--- src/rtl/approx_mul8_rr_arbiter_pkg.sv ---
// Shared widths and the approximate 8x8 product used by the multiplier core.
package approx_mul_pkg;

  localparam int OPW = 8;
  localparam int PW  = 16;

  // Truncated partial-product multiply: the two low multiplicand bits are
  // dropped from the array and replaced by three compensation terms that
  // only look at the top multiplier bits.
  function automatic logic [PW-1:0] approx_mul8(input logic [OPW-1:0] x,
                                                 input logic [OPW-1:0] y);
    logic [PW-1:0] base;
    logic [PW-1:0] comp;
    base = PW'(y) * PW'(x[OPW-1:2]);
    comp = (PW'((x[0] & y[6]) | (x[1] & y[5])) << 7)
         + (PW'(x[1] & y[7]) << 8)
         + (PW'((x[0] & y[7]) | (x[1] & y[6])) << 7);
    return (base << 2) + comp;
  endfunction

endpackage

--- src/rtl/approx_mul8_rr_arbiter_if.sv ---
// Request/response bundle between the accelerator lanes and the shared multiplier.
interface approx_mul8_rr_arbiter_if #(
  parameter int NREQ = 4,
  parameter int IDW  = $clog2(NREQ)
);
  import approx_mul_pkg::*;

  logic [NREQ-1:0]     req_valid;
  logic [NREQ-1:0]     req_ready;
  logic [NREQ*OPW-1:0] req_x;
  logic [NREQ*OPW-1:0] req_y;
  logic                cfg_approx;
  logic                rsp_valid;
  logic                rsp_ready;
  logic [PW-1:0]       rsp_z;
  logic [IDW-1:0]      rsp_id;
  logic                rsp_approx;
  logic [15:0]         stat_approx_cnt;

  modport master (
    output req_valid, req_x, req_y, cfg_approx, rsp_ready,
    input  req_ready, rsp_valid, rsp_z, rsp_id, rsp_approx, stat_approx_cnt
  );

  modport slave (
    input  req_valid, req_x, req_y, cfg_approx, rsp_ready,
    output req_ready, rsp_valid, rsp_z, rsp_id, rsp_approx, stat_approx_cnt
  );

endinterface

--- src/rtl/approx_mul8_rr_arbiter_core.sv ---
// Combinational multiplier: exact product or the truncated approximation.
module approx_mul8_core
  import approx_mul_pkg::*;
(
  input  logic [OPW-1:0] x,
  input  logic [OPW-1:0] y,
  input  logic           approx,
  output logic [PW-1:0]  z
);

  // Pick between the approximate array and a full multiply.
  always_comb begin
    if (approx) z = approx_mul8(x, y);
    else        z = PW'(x) * PW'(y);
  end

endmodule

--- src/rtl/approx_mul8_rr_arbiter.sv ---
// Round-robin front end, two-stage operand/product pipe and approx-op counter
// around one shared approximate multiplier.
module approx_mul8_rr_arbiter
  import approx_mul_pkg::*;
#(
  parameter int NREQ = 4,
  parameter int IDW  = $clog2(NREQ)
) (
  input logic                     clk,
  input logic                     rst,
  approx_mul8_rr_arbiter_if.slave bus
);

  logic [IDW-1:0]  ptr;
  logic [IDW-1:0]  grant_idx;
  logic            grant_any;
  int              scan_idx;
  logic [NREQ-1:0] ready_vec;

  logic            s1_valid;
  logic [OPW-1:0]  s1_x;
  logic [OPW-1:0]  s1_y;
  logic [IDW-1:0]  s1_id;
  logic            s1_approx;

  logic            s2_valid;
  logic [PW-1:0]   s2_z;
  logic [IDW-1:0]  s2_id;
  logic            s2_approx;

  logic [15:0]     stat_cnt;
  logic            s2_free;
  logic            s1_free;
  logic            accept;
  logic [PW-1:0]   core_z;

  // s2 can take new data when it is empty or being drained this cycle;
  // s1 can take a request when it is empty or moving into s2.
  assign s2_free = !s2_valid || bus.rsp_ready;
  assign s1_free = !s1_valid || s2_free;
  assign accept  = grant_any && s1_free;

  // Scan requesters starting at the rotating pointer and take the first one valid.
  always_comb begin
    grant_any = 1'b0;
    grant_idx = '0;
    scan_idx  = 0;
    for (int k = 0; k < NREQ; k++) begin
      scan_idx = int'(ptr) + k;
      if (scan_idx >= NREQ) scan_idx = scan_idx - NREQ;
      if (!grant_any && bus.req_valid[scan_idx]) begin
        grant_any = 1'b1;
        grant_idx = IDW'(scan_idx);
      end
    end
  end

  // One-hot ready to the granted requester, held low while in reset.
  always_comb begin
    ready_vec = '0;
    if (grant_any && s1_free && !rst) ready_vec[grant_idx] = 1'b1;
  end

  // Advance the pointer past whoever was just accepted.
  always_ff @(posedge clk or posedge rst) begin
    if (rst) begin
      ptr <= '0;
    end else if (accept) begin
      if (int'(grant_idx) == NREQ - 1) ptr <= '0;
      else                             ptr <= grant_idx + 1'b1;
    end
  end

  // Stage 1 captures operands, origin and mode at the moment of accept.
  always_ff @(posedge clk or posedge rst) begin
    if (rst) begin
      s1_valid  <= 1'b0;
      s1_x      <= '0;
      s1_y      <= '0;
      s1_id     <= '0;
      s1_approx <= 1'b0;
    end else if (accept) begin
      s1_valid  <= 1'b1;
      s1_x      <= bus.req_x[int'(grant_idx)*OPW +: OPW];
      s1_y      <= bus.req_y[int'(grant_idx)*OPW +: OPW];
      s1_id     <= grant_idx;
      s1_approx <= bus.cfg_approx;
    end else if (s2_free) begin
      s1_valid  <= 1'b0;
    end
  end

  approx_mul8_core u_core (
    .x      (s1_x),
    .y      (s1_y),
    .approx (s1_approx),
    .z      (core_z)
  );

  // Stage 2 holds the product and is the response register; it only moves when free.
  always_ff @(posedge clk or posedge rst) begin
    if (rst) begin
      s2_valid  <= 1'b0;
      s2_z      <= '0;
      s2_id     <= '0;
      s2_approx <= 1'b0;
    end else if (s2_free) begin
      s2_valid <= s1_valid;
      if (s1_valid) begin
        s2_z      <= core_z;
        s2_id     <= s1_id;
        s2_approx <= s1_approx;
      end
    end
  end

  // Count delivered approximate responses, wrapping naturally at 16 bits.
  always_ff @(posedge clk or posedge rst) begin
    if (rst) begin
      stat_cnt <= '0;
    end else if (s2_valid && bus.rsp_ready && s2_approx) begin
      stat_cnt <= stat_cnt + 16'd1;
    end
  end

  assign bus.req_ready       = ready_vec;
  assign bus.rsp_valid       = s2_valid;
  assign bus.rsp_z           = s2_z;
  assign bus.rsp_id          = s2_id;
  assign bus.rsp_approx      = s2_approx;
  assign bus.stat_approx_cnt = stat_cnt;

endmodule

--- src/flat_wrapper.sv ---
// flat-port wrapper written by rule: the top's interface ports become plain ports
module approx_mul8_rr_arbiter_flat import approx_mul_pkg::*;
#(
  parameter int NREQ = 4,
  parameter int IDW  = $clog2(NREQ)
)
  (clk, rst, bus_req_valid, bus_req_x, bus_req_y, bus_cfg_approx, bus_rsp_ready, bus_req_ready, bus_rsp_valid, bus_rsp_z, bus_rsp_id, bus_rsp_approx, bus_stat_approx_cnt);
  approx_mul8_rr_arbiter_if #(.NREQ(NREQ), .IDW(IDW)) bus_i ();
  input logic clk;
  input logic rst;
  input wire logic [$bits(bus_i.req_valid)-1:0] bus_req_valid;
  input wire logic [$bits(bus_i.req_x)-1:0] bus_req_x;
  input wire logic [$bits(bus_i.req_y)-1:0] bus_req_y;
  input wire logic [$bits(bus_i.cfg_approx)-1:0] bus_cfg_approx;
  input wire logic [$bits(bus_i.rsp_ready)-1:0] bus_rsp_ready;
  output wire logic [$bits(bus_i.req_ready)-1:0] bus_req_ready;
  output wire logic [$bits(bus_i.rsp_valid)-1:0] bus_rsp_valid;
  output wire logic [$bits(bus_i.rsp_z)-1:0] bus_rsp_z;
  output wire logic [$bits(bus_i.rsp_id)-1:0] bus_rsp_id;
  output wire logic [$bits(bus_i.rsp_approx)-1:0] bus_rsp_approx;
  output wire logic [$bits(bus_i.stat_approx_cnt)-1:0] bus_stat_approx_cnt;
  assign bus_i.req_valid = bus_req_valid;
  assign bus_i.req_x = bus_req_x;
  assign bus_i.req_y = bus_req_y;
  assign bus_i.cfg_approx = bus_cfg_approx;
  assign bus_i.rsp_ready = bus_rsp_ready;
  assign bus_req_ready = bus_i.req_ready;
  assign bus_rsp_valid = bus_i.rsp_valid;
  assign bus_rsp_z = bus_i.rsp_z;
  assign bus_rsp_id = bus_i.rsp_id;
  assign bus_rsp_approx = bus_i.rsp_approx;
  assign bus_stat_approx_cnt = bus_i.stat_approx_cnt;
  approx_mul8_rr_arbiter #(.NREQ(NREQ), .IDW(IDW)) u_core (.clk(clk), .rst(rst), .bus(bus_i));
endmodule
--- config.mk ---
export PLATFORM = sky130hd
export DESIGN_NAME = approx_mul8_rr_arbiter_flat
export DESIGN_NICKNAME = d
export VERILOG_FILES = /design/src/rtl/approx_mul8_rr_arbiter_pkg.sv /design/src/rtl/approx_mul8_rr_arbiter_if.sv /design/src/rtl/approx_mul8_rr_arbiter_core.sv /design/src/rtl/approx_mul8_rr_arbiter.sv /design/src/flat_wrapper.sv
export SDC_FILE = /design/constraint.sdc
export NUM_CORES = 1
export LEC_CHECK = 0
export BUFFER_PORTS_ARGS = -buffer_cell sky130_fd_sc_hd__buf_2
export CAP_MARGIN = 20
export CORE_UTILIZATION = 55
export DETAILED_ROUTE_END_ITERATION = 8
export PLACE_DENSITY = 0.78
export SLEW_MARGIN = 10
export SYNTH_ARGS = -nofsm -noshare
export SYNTH_HDL_FRONTEND = slang
export SYNTH_SLANG_ARGS = --single-unit
--- constraint.sdc ---
create_clock -name clk -period 10.54 [get_ports clk]
set_input_delay 0.527 -clock clk [delete_from_list [all_inputs] [get_ports clk]]
set_output_delay 0.527 -clock clk [all_outputs]
set_load 0.01 [all_outputs]
==> run_results.csv, run 1 <==
group,metric,value,unit
final_layout,final_net_count,1108,
synth,synth_top_area_frac,0.2187,
status,status,"complete, but fails checks",
routing,ant_nets,0,
floorplanning,die_area,12510,sq um
worst_setup_path,startpoint,"u_core.s1_x[7]",
global_routing,grt_pass1_vias,5305,
synth,synthTopCellsByCount,"171 x nand2_1, 120 x inv_1, 70 x ha_1, 58 x dfrtp_1, 56 x o21ai_0",
final_layout,post-route-util,0.6604,
placed_design,gp_congestion,0.8935,
worst_setup_path,start_kind,"register",
synth,syn_nets,1012,
clocking,cts.htree.levels,3,
routing,vias,5581,
routing,drc,7,
placed_design,io_buffers,111,
synth,ys_types,59,
placed_design,dp_hpwl,11.63,mm
clocking,clockBufferDepth,2,
final_layout,area_growth,15.08,%
routing,avgViaCountPerCell,5.270,
routing,drt_iter0_drc,322,
clocking,cts_tree,"built",
worst_setup_path,critPathCaptureType,"register",
synth,ys_seq_elements,58,
clocking,cts_root_buf,"clkbuf_16",
clocking,cts_buffers,9,
worst_setup_path,reg2reg_to,"u_core.bus.rsp_z[12]",
routing,avgRoutedWirePerCell,14.03,microns
synth,synthCells,815,
hold_path,worstHoldPathType,"primary input to asynchronous set/reset pin",
worst_setup_path,crit_type,"register to register",
synth,synth-edff-count,0,
timing,rsz0062_at_grt,"no",
global_routing,grt_use_total,0.2477,
global_routing,grt_pass1_wl,24.87,mm
clocking,hold_buffers,0,
synth,ys.warnings.count,0,
floorplanning,top_level_ports,112,
global_routing,grt_max_degree,59,
synth,synth.largest_area_cell,"dfrtp_1",
timing,setup_viol,0,
worst_setup_path,crit_fanout,13,
global_routing,grt-ovfl-total,0,
synth,synthesis.area,6636,sq um
worst_setup_path,ff2ff_path_depth,21,
final_layout,diodes,0,
status,violations,"DRC",
clocking,clk_latency,0.33,ns
floorplanning,start_util,0.5738,
floorplanning,fp.dieH,111.8,microns
worst_setup_path,worst_r2r_startpoint,"u_core.s1_x[7]",
clocking,clkTransAtPathRegs,0.06,ns
timing,max_freq,198.7,MHz
synth,synth_ff_type,"dfrtp_1",
timing,period_minus_slack,5.033,ns
timing,finalHoldViolCount,0,
final_layout,drive_gt1_frac,0.1659,
clocking,post_cts_resized,0,
worst_setup_path,r2r_slack,5.51,ns
worst_setup_path,worst-endpoint-required,10.75,ns
floorplanning,fp.coreArea,11560,sq um
timing,slew_headroom,0.4108,
synth,synth.area.top_cells,"dfrtp_1 22%, fa_1 17%, ha_1 13%",
synth,ys_seq_area_frac,0.2187,
job,max_cap_violations,0,
floorplanning,placementRows,39,
routing,first_pass_iters,7,
synth,async_flop_share,1.000,
routing,wl,14.85,mm
clocking,post-cts-setup-buffers,0,
timing,fin_setup_tns,0,ns
synth,synth.avg_cell_area,8.143,sq um
timing,finalCritPeriodShare,0.4776,
synth,yosysMostFrequentCell,"nand2_1",
global_routing,antenna_found_initial,0,
worst_setup_path,arrival,5.24,ns
timing,report.final.slew_viol_count,0,
timing,worst-slew-pin-transition,0.8817,ns
floorplanning,die_w,111.8,microns
timing,fin_skew,0.006742,ns
clocking,cts_sinks,58,
worst max path at each step:
stage / endpoint / cells past startpoint
final: u_core.bus.rsp_z[12] / 21
after global routing: u_core.bus.rsp_z[12] / 21
after CTS: u_core.bus.rsp_z[13] / 17
after detailed placement: u_core.bus.rsp_z[13] / 17
after global placement: u_core.bus.rsp_z[13] / 17
after floorplan: u_core.bus.rsp_z[13] / 18
critical path, cell delays in order (launching register included):
cell and delay [ns]:
dfrtp_1 0.60, nand2_1 0.17, xnor2_1 0.16, ha_1 0.29, inv_1 0.06, fa_1 0.50, fa_1 0.57, inv_1 0.06
ha_1 0.35, nor2b_1 0.24, o21a_1 0.14, nor2_1 0.05, xnor2_1 0.12, ha_1 0.34, a21oi_1 0.13, nand2_1 0.12
and3_1 0.20, a41oi_1 0.21, a31oi_1 0.10, a21oi_1 0.21, o32a_1 0.19, nand3_1 0.07
state kept, by name, indices dropped and copies added (netlist names):
signal,cells
u_core.bus.rsp_approx,1
u_core.bus.rsp_id,2
u_core.bus.rsp_valid,1
u_core.bus.rsp_z,16
u_core.bus.stat_approx_cnt,16
u_core.ptr,2
u_core.s1_approx,1
u_core.s1_id,2
u_core.s1_valid,1
u_core.s1_x,8
u_core.s1_y,8
routing by layer:
metal / share of wire / routed length [microns] / global-route usage
met5: 0 / 0 / 0
met4: 0.013 / 198 / 0.06757
met3: 0.047 / 702 / 0.03484
met2: 0.45 / 6710 / 0.4046
met1: 0.49 / 7242 / 0.3447
final cells by class:
| type | count | area (sq um) |
|---|---|---|
| clock inverter | 4 | 48.80 |
| multi-input combinational | 604 | 4629 |
| sequential | 58 | 1451 |
| fill | 955 | 3928 |
| clock buffer | 12 | 266.5 |
| tap | 143 | 178.9 |
| timing repair buffer | 117 | 608.1 |
| inverter | 121 | 454.2 |
through the flow:
stage	instance area (sq um)	std cells	hold WS, ns	setup slack [ns]
after global routing	7637	1059	0.4415	5.222
final	7637	1059	0.3996	5.507
after floorplan	6636	815	0.4386	5.753
after detailed placement	7307	1042	0.4574	5.597
after CTS	7622	1058	0.4283	5.549
after global placement	7307	1042	0.4483	5.695
logic make-up (layout without fill, tap and decap cells):
kind of cell | count (synthesis) | count (layout) | synth area share
AND/OR/NAND/NOR | 316 | 316 | 0.2198
buffers and inverters | 153 | 254 | 0.08654
adder cells (fa/ha/maj) | 125 | 125 | 0.2979
AO/OA/AOI/OAI | 118 | 118 | 0.1152
flip-flops | 58 | 58 | 0.2187
XOR/XNOR | 36 | 36 | 0.04751
multiplexers | 9 | 9 | 0.01433
layout by cell type, fill, tap and decap left out, types with 3 or more instances in the layout:
cell type	n
ha_1	70
clkbuf_16	9
a21oi_1	13
nand2b_1	3
nor3_1	9
dfrtp_1	58
clkbuf_8	3
inv_1	119
a211oi_1	4
buf_4	5
xor2_1	12
nor4_1	3
nor2b_1	3
xnor2_1	24
o21a_1	6
nand2_1	171
mux2_2	4
nand3_1	30
nor2_1	29
or3_1	3
a31oi_1	8
nand4_1	5
and2_1	45
mux2i_1	5
buf_2	111
fa_1	55
o21ai_0	56
and3_1	6
Power of run 1 is left out: the tool's default activity adds up to more than one toggle a clock period on the data nets, which glitch-free logic cannot reach.
==> inputs of run 2 (changes only) <==
Settings changed: CORE_UTILIZATION 55 to 53, PLACE_DENSITY 0.78 to 0.79.
Clock period 10.54 ns to 4.29 ns, I/O delays scaled along.
==> run 2 against run 1 <==
  * The flow finishes with violations (setup timing)
  * Flip-flop and latch count did not move
  * Clock skew increased by 0.0039 ns
  * Highest routed layer unchanged
  * Clock-buffer cell count is 3 lower
==> run_results.csv, run 2 (same netlist as run 1, synthesis figures left out) <==
group,metric,value,unit
worst_setup_path,crit_type,"register to register",
final_layout,final_net_count,1203,
routing,ant_nets,0,
worst_setup_path,crit_fanout,3,
status,violations,"setup timing",
timing,finalHoldViolCount,0,
worst_setup_path,arrival,5.18,ns
job,max_cap_violations,0,
placed_design,gp_congestion,0.8954,
global_routing,antenna_found_initial,0,
floorplanning,start_util,0.5479,
final_layout,area_growth,32.22,%
timing,finalCritPeriodShare,1.148,
routing,first_pass_iters,5,
global_routing,grt_busiest_layer,"met2",
clocking,hold_buffers,0,
worst_setup_path,slowest_stage,"fa_1",
routing,drt_iter0_drc,470,
floorplanning,die_area,12970,sq um
global_routing,gr-usage-met2,0.4919,
clocking,clkTransAtPathRegs,0.05,ns
final_layout,post-route-cell-area,8775,sq um
floorplanning,die_w,113.9,microns
hold_path,worstHoldPathType,"primary input to asynchronous set/reset pin",
final_layout,final_cell_mix,"164 x nand2_1, 111 x buf_2, 110 x inv_1, 92 x buf_4, 61 x ha_1",
timing,fin_skew,0.01060,ns
worst_setup_path,r2r_slack,-0.64,ns
final_layout,diodes,0,
clocking,clk_latency,0.34,ns
clocking,cts_tree,"built",
clocking,clockBufferDepth,2,
timing,hold_ws,0.08904,ns
routing,vias,6390,
global_routing,grt_util_met3,0.03932,
floorplanning,fp.dieH,113.9,microns
timing,worst-slew-pin-transition,0.8608,ns
timing,fin_setup_tns,-3.145,ns
clocking,cts_sinks,58,
worst_setup_path,crit_cells,17,
worst_setup_path,ff2ff_path_depth,17,
floorplanning,placementRows,40,
global_routing,grt-ovfl-total,0,
worst_setup_path,worst-endpoint-required,4.54,ns
worst_setup_path,critPathCaptureType,"register",
routing,avgViaCountPerCell,5.420,
worst_setup_path,critical-path-max-stage-delay,0.59,ns
status,status,"complete, but fails checks",
timing,setup_viol,8,
timing,setup_ws,-0.6357,ns
final_layout,post-route-util,0.7245,
worst_setup_path,worst-path-buf-inv,4,
global_routing,grt_use_total,0.2815,
worst_setup_path,worst_r2r_startpoint,"u_core.s1_x[3]",
timing,slew_headroom,0.4226,
worst_setup_path,path_cells,"and2_4 > fa_1 > inv_2 > fa_1 > inv_2 > fa_1 > inv_2 > fa_1 > inv_2 > ha_4 > o21a_1 > o31a_1 > or4_4 > a31o_4 > o21a_1 > or3_1 > a31oi_1",
global_routing,grt_max_degree,59,
timing,period_minus_slack,4.926,ns
final_layout,final_common_cell,"nand2_1",
placed_design,dp_hpwl,13.19,mm
global_routing,met1_usage,0.3583,
clocking,cts_buffers,9,
placed_design,io_buffers,111,
worst_setup_path,reg2reg_to,"u_core.bus.rsp_z[13]",
global_routing,grt_pass1_vias,6191,
floorplanning,top_level_ports,112,
worst_setup_path,start_kind,"register",
routing,drc,0,
timing,max_freq,203.0,MHz
worst_setup_path,cpLargestDelayFamily,"adder cells",
routing,avgRoutedWirePerCell,16.32,microns
global_routing,grt_pass1_wl,28.58,mm
final_layout,fillCellCount,869,
routing,wl,19.24,mm
clocking,cts.htree.levels,3,
timing,rsz0062_at_grt,"yes",
placed_design,dpl_cell_area,7976,sq um
floorplanning,fp.coreArea,12110,sq um
timing,report.final.slew_viol_count,0,
clocking,cts_root_buf,"clkbuf_16",
final_layout,drive_gt1_frac,0.3037,
==> run 2: per-layer routing <==
layer / routed length, microns / up-vias
li1: - / 3024
met1: 7891 / 2996
met2: 9438 / 305
met3: 1170 / 65
met4: 742 / 0
met5: 0 / -
==> run 2: cell type report <==
type,count,area (sq um),area share
clock inverter,7,125.1,0.01426
sequential,58,1453,0.1655
tap,168,210.2,0.02396
inverter,121,454.2,0.05176
timing repair buffer,212,1348,0.1536
multi-input combinational,604,4960,0.5652
clock buffer,9,225.2,0.02567
==> run 2: how the worst max path moves through the flow <==
stage / end / slack (ns) / startpoint
6_report: u_core.bus.rsp_z[13] / -0.64 / u_core.s1_x[3]
5_1_grt: u_core.bus.rsp_z[15] / -0.75 / u_core.s1_y[4]
4_1_cts: u_core.bus.rsp_z[13] / -0.47 / u_core.s1_x[3]
3_5_place_dp: u_core.bus.rsp_z[13] / -0.49 / u_core.s1_y[4]
3_3_place_gp: u_core.bus.rsp_z[13] / -0.36 / u_core.s1_y[3]
2_1_floorplan: u_core.bus.rsp_z[13] / -0.34 / u_core.s1_x[4]
==> run 2: tightest hold or removal path, stage by stage <==
cell and delay [ns]:
buf_2 0.11, inv_2 0.04, buf_4 0.56
==> run 2: timing repair <==
action	4_1_cts	5_1_grt
endpoints found under the setup margin	6	9
gates resized for setup	30	46
setup buffers	16	5
pin swaps	35	26
==> run 2: metrics by stage <==
step / setup slack [ns] / cells
floorplan: -0.3440 / 815
global placement: -0.3607 / 1146
detailed placement: -0.4932 / 1146
CTS: -0.4684 / 1178
global route: -0.7545 / 1179
finish: -0.6357 / 1179
Power of run 2 is left out for the same reason.
